<file path="src/rtl/mcu_el2_lsu_ecc_wb.sv">
// DCCM single-bit ECC write-back queue: holds corrected load data and
// arbitrates for the DCCM write port to scrub the corrected words back.
module mcu_el2_lsu_ecc_wb #(
   parameter int DCCM_BITS  = 16,
   parameter int DATA_WIDTH = 32,
   parameter int ECC_WIDTH  = 7,
   parameter int DEPTH      = 2
) (
   input  logic                          clk,
   input  logic                          rst,
   input  logic                          dec_tlu_core_ecc_disable,
   input  logic                          enq_valid,
   input  logic                          enq_lo_err,
   input  logic                          enq_hi_err,
   input  logic [DCCM_BITS-1:0]          enq_addr_lo,
   input  logic [DCCM_BITS-1:0]          enq_addr_hi,
   input  logic [DATA_WIDTH-1:0]         enq_data_lo,
   input  logic [DATA_WIDTH-1:0]         enq_data_hi,
   input  logic [ECC_WIDTH-1:0]          enq_ecc_lo,
   input  logic [ECC_WIDTH-1:0]          enq_ecc_hi,
   input  logic                          st_wen,
   input  logic [DCCM_BITS-1:0]          st_addr,
   input  logic                          wb_gnt,
   output logic                          wb_req,
   output logic                          wb_wen_lo,
   output logic                          wb_wen_hi,
   output logic [DCCM_BITS-1:0]          wb_addr_lo,
   output logic [DCCM_BITS-1:0]          wb_addr_hi,
   output logic [DATA_WIDTH+ECC_WIDTH-1:0] wb_wdata_lo,
   output logic [DATA_WIDTH+ECC_WIDTH-1:0] wb_wdata_hi,
   output logic                          wb_full,
   output logic                          wb_overflow,
   output logic [7:0]                    wb_drop_cnt
);

   localparam int AW = $clog2(DEPTH);
   localparam int WW = DATA_WIDTH + ECC_WIDTH;

   typedef enum logic [1:0] {IDLE, ARB, WR} state_t;

   state_t                r_state;
   logic [DEPTH-1:0]      r_lo_v;
   logic [DEPTH-1:0]      r_hi_v;
   logic [DCCM_BITS-1:0]  r_addr_lo [DEPTH];
   logic [DCCM_BITS-1:0]  r_addr_hi [DEPTH];
   logic [WW-1:0]         r_wd_lo   [DEPTH];
   logic [WW-1:0]         r_wd_hi   [DEPTH];
   logic [AW:0]           r_wr_ptr;
   logic [AW:0]           r_rd_ptr;

   logic                  r_wb_wen_lo, r_wb_wen_hi;
   logic [DCCM_BITS-1:0]  r_wb_addr_lo, r_wb_addr_hi;
   logic [WW-1:0]         r_wb_wdata_lo, r_wb_wdata_hi;
   logic                  r_overflow;
   logic [7:0]            r_drop_cnt;

   logic [DEPTH-1:0]      w_hit_lo, w_hit_hi;
   logic [DEPTH-1:0]      w_lo_live, w_hi_live;
   logic [DEPTH-1:0]      w_lo_nxt, w_hi_nxt;
   logic [AW-1:0]         w_rd_idx, w_wr_idx, w_rd_nxt_idx;
   logic [AW:0]           w_rd_ptr_nxt, w_wr_ptr_nxt;
   logic                  w_empty, w_full;
   logic                  w_head_stored, w_head_live, w_kill;
   logic                  w_req, w_grant, w_pop;
   logic                  w_enq_lo, w_enq_hi, w_enq_try, w_room, w_push, w_drop;
   logic                  w_live_nxt;
   logic                  w_unused;

   assign w_unused = ^st_addr[1:0];

   assign w_rd_idx = r_rd_ptr[AW-1:0];
   assign w_wr_idx = r_wr_ptr[AW-1:0];
   assign w_empty  = (r_wr_ptr == r_rd_ptr);
   assign w_full   = (r_wr_ptr[AW] != r_rd_ptr[AW]) && (w_wr_idx == w_rd_idx);

   // A store to the same word makes the queued correction stale: drop that half.
   generate
      for (genvar gi = 0; gi < DEPTH; gi++) begin : g_slot
         assign w_hit_lo[gi]  = st_wen && (r_addr_lo[gi][DCCM_BITS-1:2] == st_addr[DCCM_BITS-1:2]);
         assign w_hit_hi[gi]  = st_wen && (r_addr_hi[gi][DCCM_BITS-1:2] == st_addr[DCCM_BITS-1:2]);
         assign w_lo_live[gi] = r_lo_v[gi] & ~w_hit_lo[gi];
         assign w_hi_live[gi] = r_hi_v[gi] & ~w_hit_hi[gi];
         assign w_lo_nxt[gi]  = (w_push && (w_wr_idx == AW'(gi))) ? w_enq_lo :
                                (w_pop  && (w_rd_idx == AW'(gi))) ? 1'b0 : w_lo_live[gi];
         assign w_hi_nxt[gi]  = (w_push && (w_wr_idx == AW'(gi))) ? w_enq_hi :
                                (w_pop  && (w_rd_idx == AW'(gi))) ? 1'b0 : w_hi_live[gi];
      end
   endgenerate

   assign w_head_stored = ~w_empty & (r_lo_v[w_rd_idx] | r_hi_v[w_rd_idx]);
   assign w_head_live   = ~w_empty & (w_lo_live[w_rd_idx] | w_hi_live[w_rd_idx]);
   assign w_kill        = (r_state == ARB) & w_head_stored & ~w_head_live;

   assign w_req   = (r_state == ARB) & w_head_live & ~dec_tlu_core_ecc_disable;
   assign w_grant = w_req & wb_gnt;
   // Head leaves either on grant or, with nothing left to write, for free.
   assign w_pop   = ~dec_tlu_core_ecc_disable & ~w_empty & (w_grant | ~w_head_live);

   assign w_enq_lo  = enq_lo_err & ~(st_wen && (enq_addr_lo[DCCM_BITS-1:2] == st_addr[DCCM_BITS-1:2]));
   assign w_enq_hi  = enq_hi_err & ~(st_wen && (enq_addr_hi[DCCM_BITS-1:2] == st_addr[DCCM_BITS-1:2]));
   assign w_enq_try = enq_valid & ~dec_tlu_core_ecc_disable;
   assign w_room    = ~w_full | w_pop;
   assign w_push    = w_enq_try & w_room & (w_enq_lo | w_enq_hi);
   assign w_drop    = w_enq_try & ~w_room;

   assign w_rd_ptr_nxt = r_rd_ptr + (AW+1)'(w_pop);
   assign w_wr_ptr_nxt = r_wr_ptr + (AW+1)'(w_push);
   assign w_rd_nxt_idx = w_rd_ptr_nxt[AW-1:0];
   assign w_live_nxt   = (w_wr_ptr_nxt != w_rd_ptr_nxt) &
                         (w_lo_nxt[w_rd_nxt_idx] | w_hi_nxt[w_rd_nxt_idx]);

   always_ff @(posedge clk) begin
      if (w_push) begin
         r_addr_lo[w_wr_idx] <= enq_addr_lo;
         r_addr_hi[w_wr_idx] <= enq_addr_hi;
         r_wd_lo[w_wr_idx]   <= {enq_ecc_lo, enq_data_lo};
         r_wd_hi[w_wr_idx]   <= {enq_ecc_hi, enq_data_hi};
      end
   end

   always_ff @(posedge clk) begin
      if (rst) begin
         r_state       <= IDLE;
         r_lo_v        <= '0;
         r_hi_v        <= '0;
         r_wr_ptr      <= '0;
         r_rd_ptr      <= '0;
         r_wb_wen_lo   <= 1'b0;
         r_wb_wen_hi   <= 1'b0;
         r_wb_addr_lo  <= '0;
         r_wb_addr_hi  <= '0;
         r_wb_wdata_lo <= '0;
         r_wb_wdata_hi <= '0;
         r_overflow    <= 1'b0;
         r_drop_cnt    <= '0;
      end else begin
         if (dec_tlu_core_ecc_disable) begin
            r_lo_v   <= '0;
            r_hi_v   <= '0;
            r_wr_ptr <= '0;
            r_rd_ptr <= '0;
         end else begin
            r_lo_v   <= w_lo_nxt;
            r_hi_v   <= w_hi_nxt;
            r_wr_ptr <= w_wr_ptr_nxt;
            r_rd_ptr <= w_rd_ptr_nxt;
         end

         if (dec_tlu_core_ecc_disable) r_state <= IDLE;
         else if (w_grant)             r_state <= WR;
         else if (w_kill)              r_state <= IDLE;
         else                          r_state <= w_live_nxt ? ARB : IDLE;

         // The granted head is captured here and written during the WR cycle.
         r_wb_wen_lo   <= w_grant & w_lo_live[w_rd_idx];
         r_wb_wen_hi   <= w_grant & w_hi_live[w_rd_idx];
         r_wb_addr_lo  <= (w_grant & w_lo_live[w_rd_idx]) ? r_addr_lo[w_rd_idx] : '0;
         r_wb_addr_hi  <= (w_grant & w_hi_live[w_rd_idx]) ? r_addr_hi[w_rd_idx] : '0;
         r_wb_wdata_lo <= (w_grant & w_lo_live[w_rd_idx]) ? r_wd_lo[w_rd_idx]   : '0;
         r_wb_wdata_hi <= (w_grant & w_hi_live[w_rd_idx]) ? r_wd_hi[w_rd_idx]   : '0;

         r_overflow <= w_drop;
         if (w_drop && (r_drop_cnt != 8'hFF)) r_drop_cnt <= r_drop_cnt + 8'd1;
      end
   end

   assign wb_req      = w_req;
   assign wb_wen_lo   = r_wb_wen_lo;
   assign wb_wen_hi   = r_wb_wen_hi;
   assign wb_addr_lo  = r_wb_addr_lo;
   assign wb_addr_hi  = r_wb_addr_hi;
   assign wb_wdata_lo = r_wb_wdata_lo;
   assign wb_wdata_hi = r_wb_wdata_hi;
   assign wb_full     = w_full;
   assign wb_overflow = r_overflow;
   assign wb_drop_cnt = r_drop_cnt;

endmodule
</file>
<file path="config.mk">
export PLATFORM = sky130hd
export DESIGN_NAME = mcu_el2_lsu_ecc_wb
export DESIGN_NICKNAME = d
export VERILOG_FILES = /design/src/rtl/mcu_el2_lsu_ecc_wb.sv
export SDC_FILE = /design/constraint.sdc
export NUM_CORES = 1
export LEC_CHECK = 0
export CAP_MARGIN = 5
export CORE_ASPECT_RATIO = 0.75
export CORE_MARGIN = 1
export CORE_UTILIZATION = 30
export CTS_BUF_LIST = sky130_fd_sc_hd__clkbuf_4 sky130_fd_sc_hd__clkbuf_8 sky130_fd_sc_hd__clkbuf_16
export CTS_CLUSTER_SIZE = 16
export DETAILED_ROUTE_END_ITERATION = 16
export GPL_TIMING_DRIVEN = 1
export HOLD_SLACK_MARGIN = 0.1
export PLACE_DENSITY = 0.62
export SYNTH_ARGS = -nofsm -noshare
export SYNTH_HDL_FRONTEND = slang
export SYNTH_SLANG_ARGS = --single-unit
</file>
<file path="constraint.sdc">
create_clock -name clk -period 9.8 [get_ports clk]
set_input_delay 1.47 -clock clk [delete_from_list [all_inputs] [get_ports clk]]
set_output_delay 1.47 -clock clk [all_outputs]
set_load 0.01 [all_outputs]
</file>
==> run metrics <==
post-synthesis sequential area ratio 72.08%; fraction of the mapped netlist area in adder cells 0.4886%; Max IR drop VDD 0.1151 mV; Clock H-tree levels 2; Post-Synth XOR/XNOR Area 6.577%; yosys synthesis warning count 0; Yosys reg bits 351; final setup fails 0; Layout area overhead 34.21%; worst min path class reg -> reg; prevailing post-synth register cell edfxtp_1; non-filler cells, final 1703; most instantiated library cell after synthesis edfxtp_1; Max Slew Vio Count 0; kind of end point of the critical path register; Layout fillers 3896; fin nets 1243; f_max 171.0 MHz; Post-Syn Instances 847; Final ANT Viol Nets 0; WP data arrival 6.00 ns; placed cells 1633; grt total ovfl 0; vias in the first global route 7803; fraction of layout cells with a size suffix above 1 8.561%; Horiz. Die Dim 240.5 µm; min-delay src r_wd_lo[0][13]$_DFFE_PP_; Post-Route WL 30410 µm; worst slew pin tran 1.028 ns; Tot GR Track Use 14.04%; Root Buffer clkbuf_16; biggest area consumer among synthesized cells edfxtp_1; DRC Markers 0; Synth top area share 51.60%; max cap viols 0; post-cts gate resize count 0; fraction of the mapped netlist area in simple logic gates 7.407%; CTS tree done; Layout Skew 0.01302 ns; global-route wire length before repair 45840 µm; Post-synth top cells edfxtp_1 (220), nor2_1 (137), dfxtp_1 (131); count of buffer and inverter cells on the critical path 2; CP Max Fanout 60; Mean Syn Cell Area 15.12 µm²; site row count 65; CP Cell Sequence clkdlybuf4s50_1, xnor2_1, nand4_1, nor4_2, o22ai_2, mux2_4, a211oi_4, o311a_1, ha_4, buf_4; Worst Setup Path Type in -> reg; Compound-Gate Fraction of Synth Area 1.524%; slew margin rel. 31.47%; critical path required time 9.96 ns; crit path time final 5.847 ns; routability cong. 0.8121; CTS Buf Count 38; post-DP HPWL 20240 µm; Clk Latency, worst-skew pair 0.53 ns; total area of sequential cells 0.009233 mm²; fin crit share 59.67%; Reg clk slew, reported paths 0.06 ns; critical path's largest stage delay 0.80 ns; Worst Hold Path Cells 2; Post-synth EDFFs 220; RSZ-0062 raised after global routing no; vias per cell 4.323; multi-input combinational cell area 0.003283 mm²; Hold EP wb_wdata_lo[13]$_SDFF_PP0_; input/output buffers 254; core area 0.04205 mm²; most area-consuming cells after synthesis edfxtp_1 (52%), dfxtp_1 (20%), mux2i_1 (8.6%), xnor2_1 (5.7%), nor2_1 (4.0%); kind of cell adding the most delay to the critical path buffers and inverters; status finished, final reports clean; mux cell area share after synthesis 9.274%; worst r2r dst r_addr_lo[0][8]$_DFFE_PP_; Pwr Density 187.8 mW/mm²; largest net degree at the start of global routing 61; Hold Buf Count CTS 0; static leakage 5.610 nW; critical path startpoint category input port; cell area after synthesis 0.01280 mm²; clock buffer depth 3; Final TNS setup 0 ns; final hold viol count 0; postcts setup bufs 0; combinational family with the most area after synthesis multiplexers; Vias 7362; Async SR Flop Fraction 0%; Cell variety after synth 44; syn nets 986; Initial DRC Count 304; initial antenna violation count 2; CP max-delay cell ha_4; die span in y 180.9 µm; die area 0.04352 mm²; drt pass-1 iters 5; CTS sink count 351; Starting Density 30.45%; worst r2r src r_rd_ptr[0]$_SDFF_PP0_; R2R setup slack 5.20 ns; io pins 257; Wirelength per Cell 17.85 µm; R2R depth 8
-- how the worst max path moves through the flow --
stage / startpoint / end / slack, ns / cells after the start
floorplan: st_addr[14] / r_state[0]$_SDFF_PP0_ / 2.98 / 15
global placement: st_addr[13] / r_wd_lo[0][35]$_DFFE_PP_ / 3.39 / 10
detailed placement: st_addr[8] / r_addr_lo[0][11]$_DFFE_PP_ / 3.37 / 10
CTS: st_addr[8] / r_addr_hi[0][15]$_DFFE_PP_ / 3.91 / 10
global route: st_addr[5] / r_addr_hi[0][15]$_DFFE_PP_ / 3.66 / 10
finish: st_addr[14] / r_addr_lo[0][8]$_DFFE_PP_ / 3.95 / 10
-- kinds of logic after synthesis --
kind of cell | count (synthesis)
adders and majority gates | 5
xor gates and xnor gates | 91
buffers and inverters | 58
muxes | 117
AOI/OAI and AO/OA | 24
and+or+nand+nor | 201
DFF | 351
-- through the flow --
step | instance area, µm² | power (mW) | worst slack (ns) | hold slack (ns) | utilization (%)
after floorplan | 12800 | 1.707 | 2.982 | 0.4525 | -
after global placement | 15880 | 1.780 | 3.387 | 0.4548 | 37.76
after detailed placement | 15880 | 1.784 | 3.366 | 0.4688 | 37.76
after CTS | 17180 | 3.275 | 3.908 | 0.4802 | 40.86
after global routing | 17180 | 3.347 | 3.665 | 0.4965 | 40.86
final | 17180 | 3.226 | 3.953 | 0.4732 | 40.87
-- flip-flops by register name, summed over array words and instances, names as in the netlist, 8 cells and up --
register     count
wb_drop_cnt      8
r_wd_hi         78
wb_wdata_hi     39
r_wd_lo         78
r_addr_hi       32
r_addr_lo       32
wb_wdata_lo     39
wb_addr_hi      16
wb_addr_lo      16
-- tightest hold or removal path: stages, from the launching register on --
cell	delay (ns)
edfxtp_1	0.32
mux2i_1	0.06
nor2_1	0.07
-- routing by layer --
metal | global-route usage [%] | up-vias | part of all wire [%]
met4 | 3.796 | 2 | 2.0
met1 | 17.37 | 3603 | 43
met2 | 22.99 | 180 | 47
met3 | 5.088 | 46 | 8.1
li1 | - | 3531 | -
met5 | 0 | - | 0.043
-- layout make-up --
class / count / share of cell area, %
diodes: 1 / 0.01456
clock buffers: 53 / 6.640
clock inverters: 16 / 0.9611
inverters: 14 / 0.3058
multi-input cells: 438 / 19.11
flip-flops and latches: 351 / 53.73
well taps: 569 / 4.143
repair buffers: 261 / 15.10
-- cells in the final DEF (no fill, tap or decap), types with 3 or more instances in the layout --
cell type / instances
a22oi_1: 6
clkbuf_4: 8
and3_1: 5
buf_4: 7
nor2b_1: 6
clkinv_2: 5
mux2i_1: 110
mux2_1: 5
inv_1: 12
clkinv_1: 4
nor2_1: 137
nand4_1: 24
dfxtp_1: 130
clkbuf_16: 41
ha_1: 3
nand2_1: 3
nor3_1: 5
edfxtp_1: 220
clkdlybuf4s50_1: 254
bufinv_16: 3
nand3_1: 7
xnor2_1: 83
xnor2_2: 6
clkbuf_8: 4
-- report_power, final --
group	switching (mW)	internal, mW	total (mW)
registers	0.00835	1.60	1.60
clock network	0.579	0.897	1.48
logic	0.0674	0.0793	0.147
No activity file was read; power rests on OpenSTA's default activity.
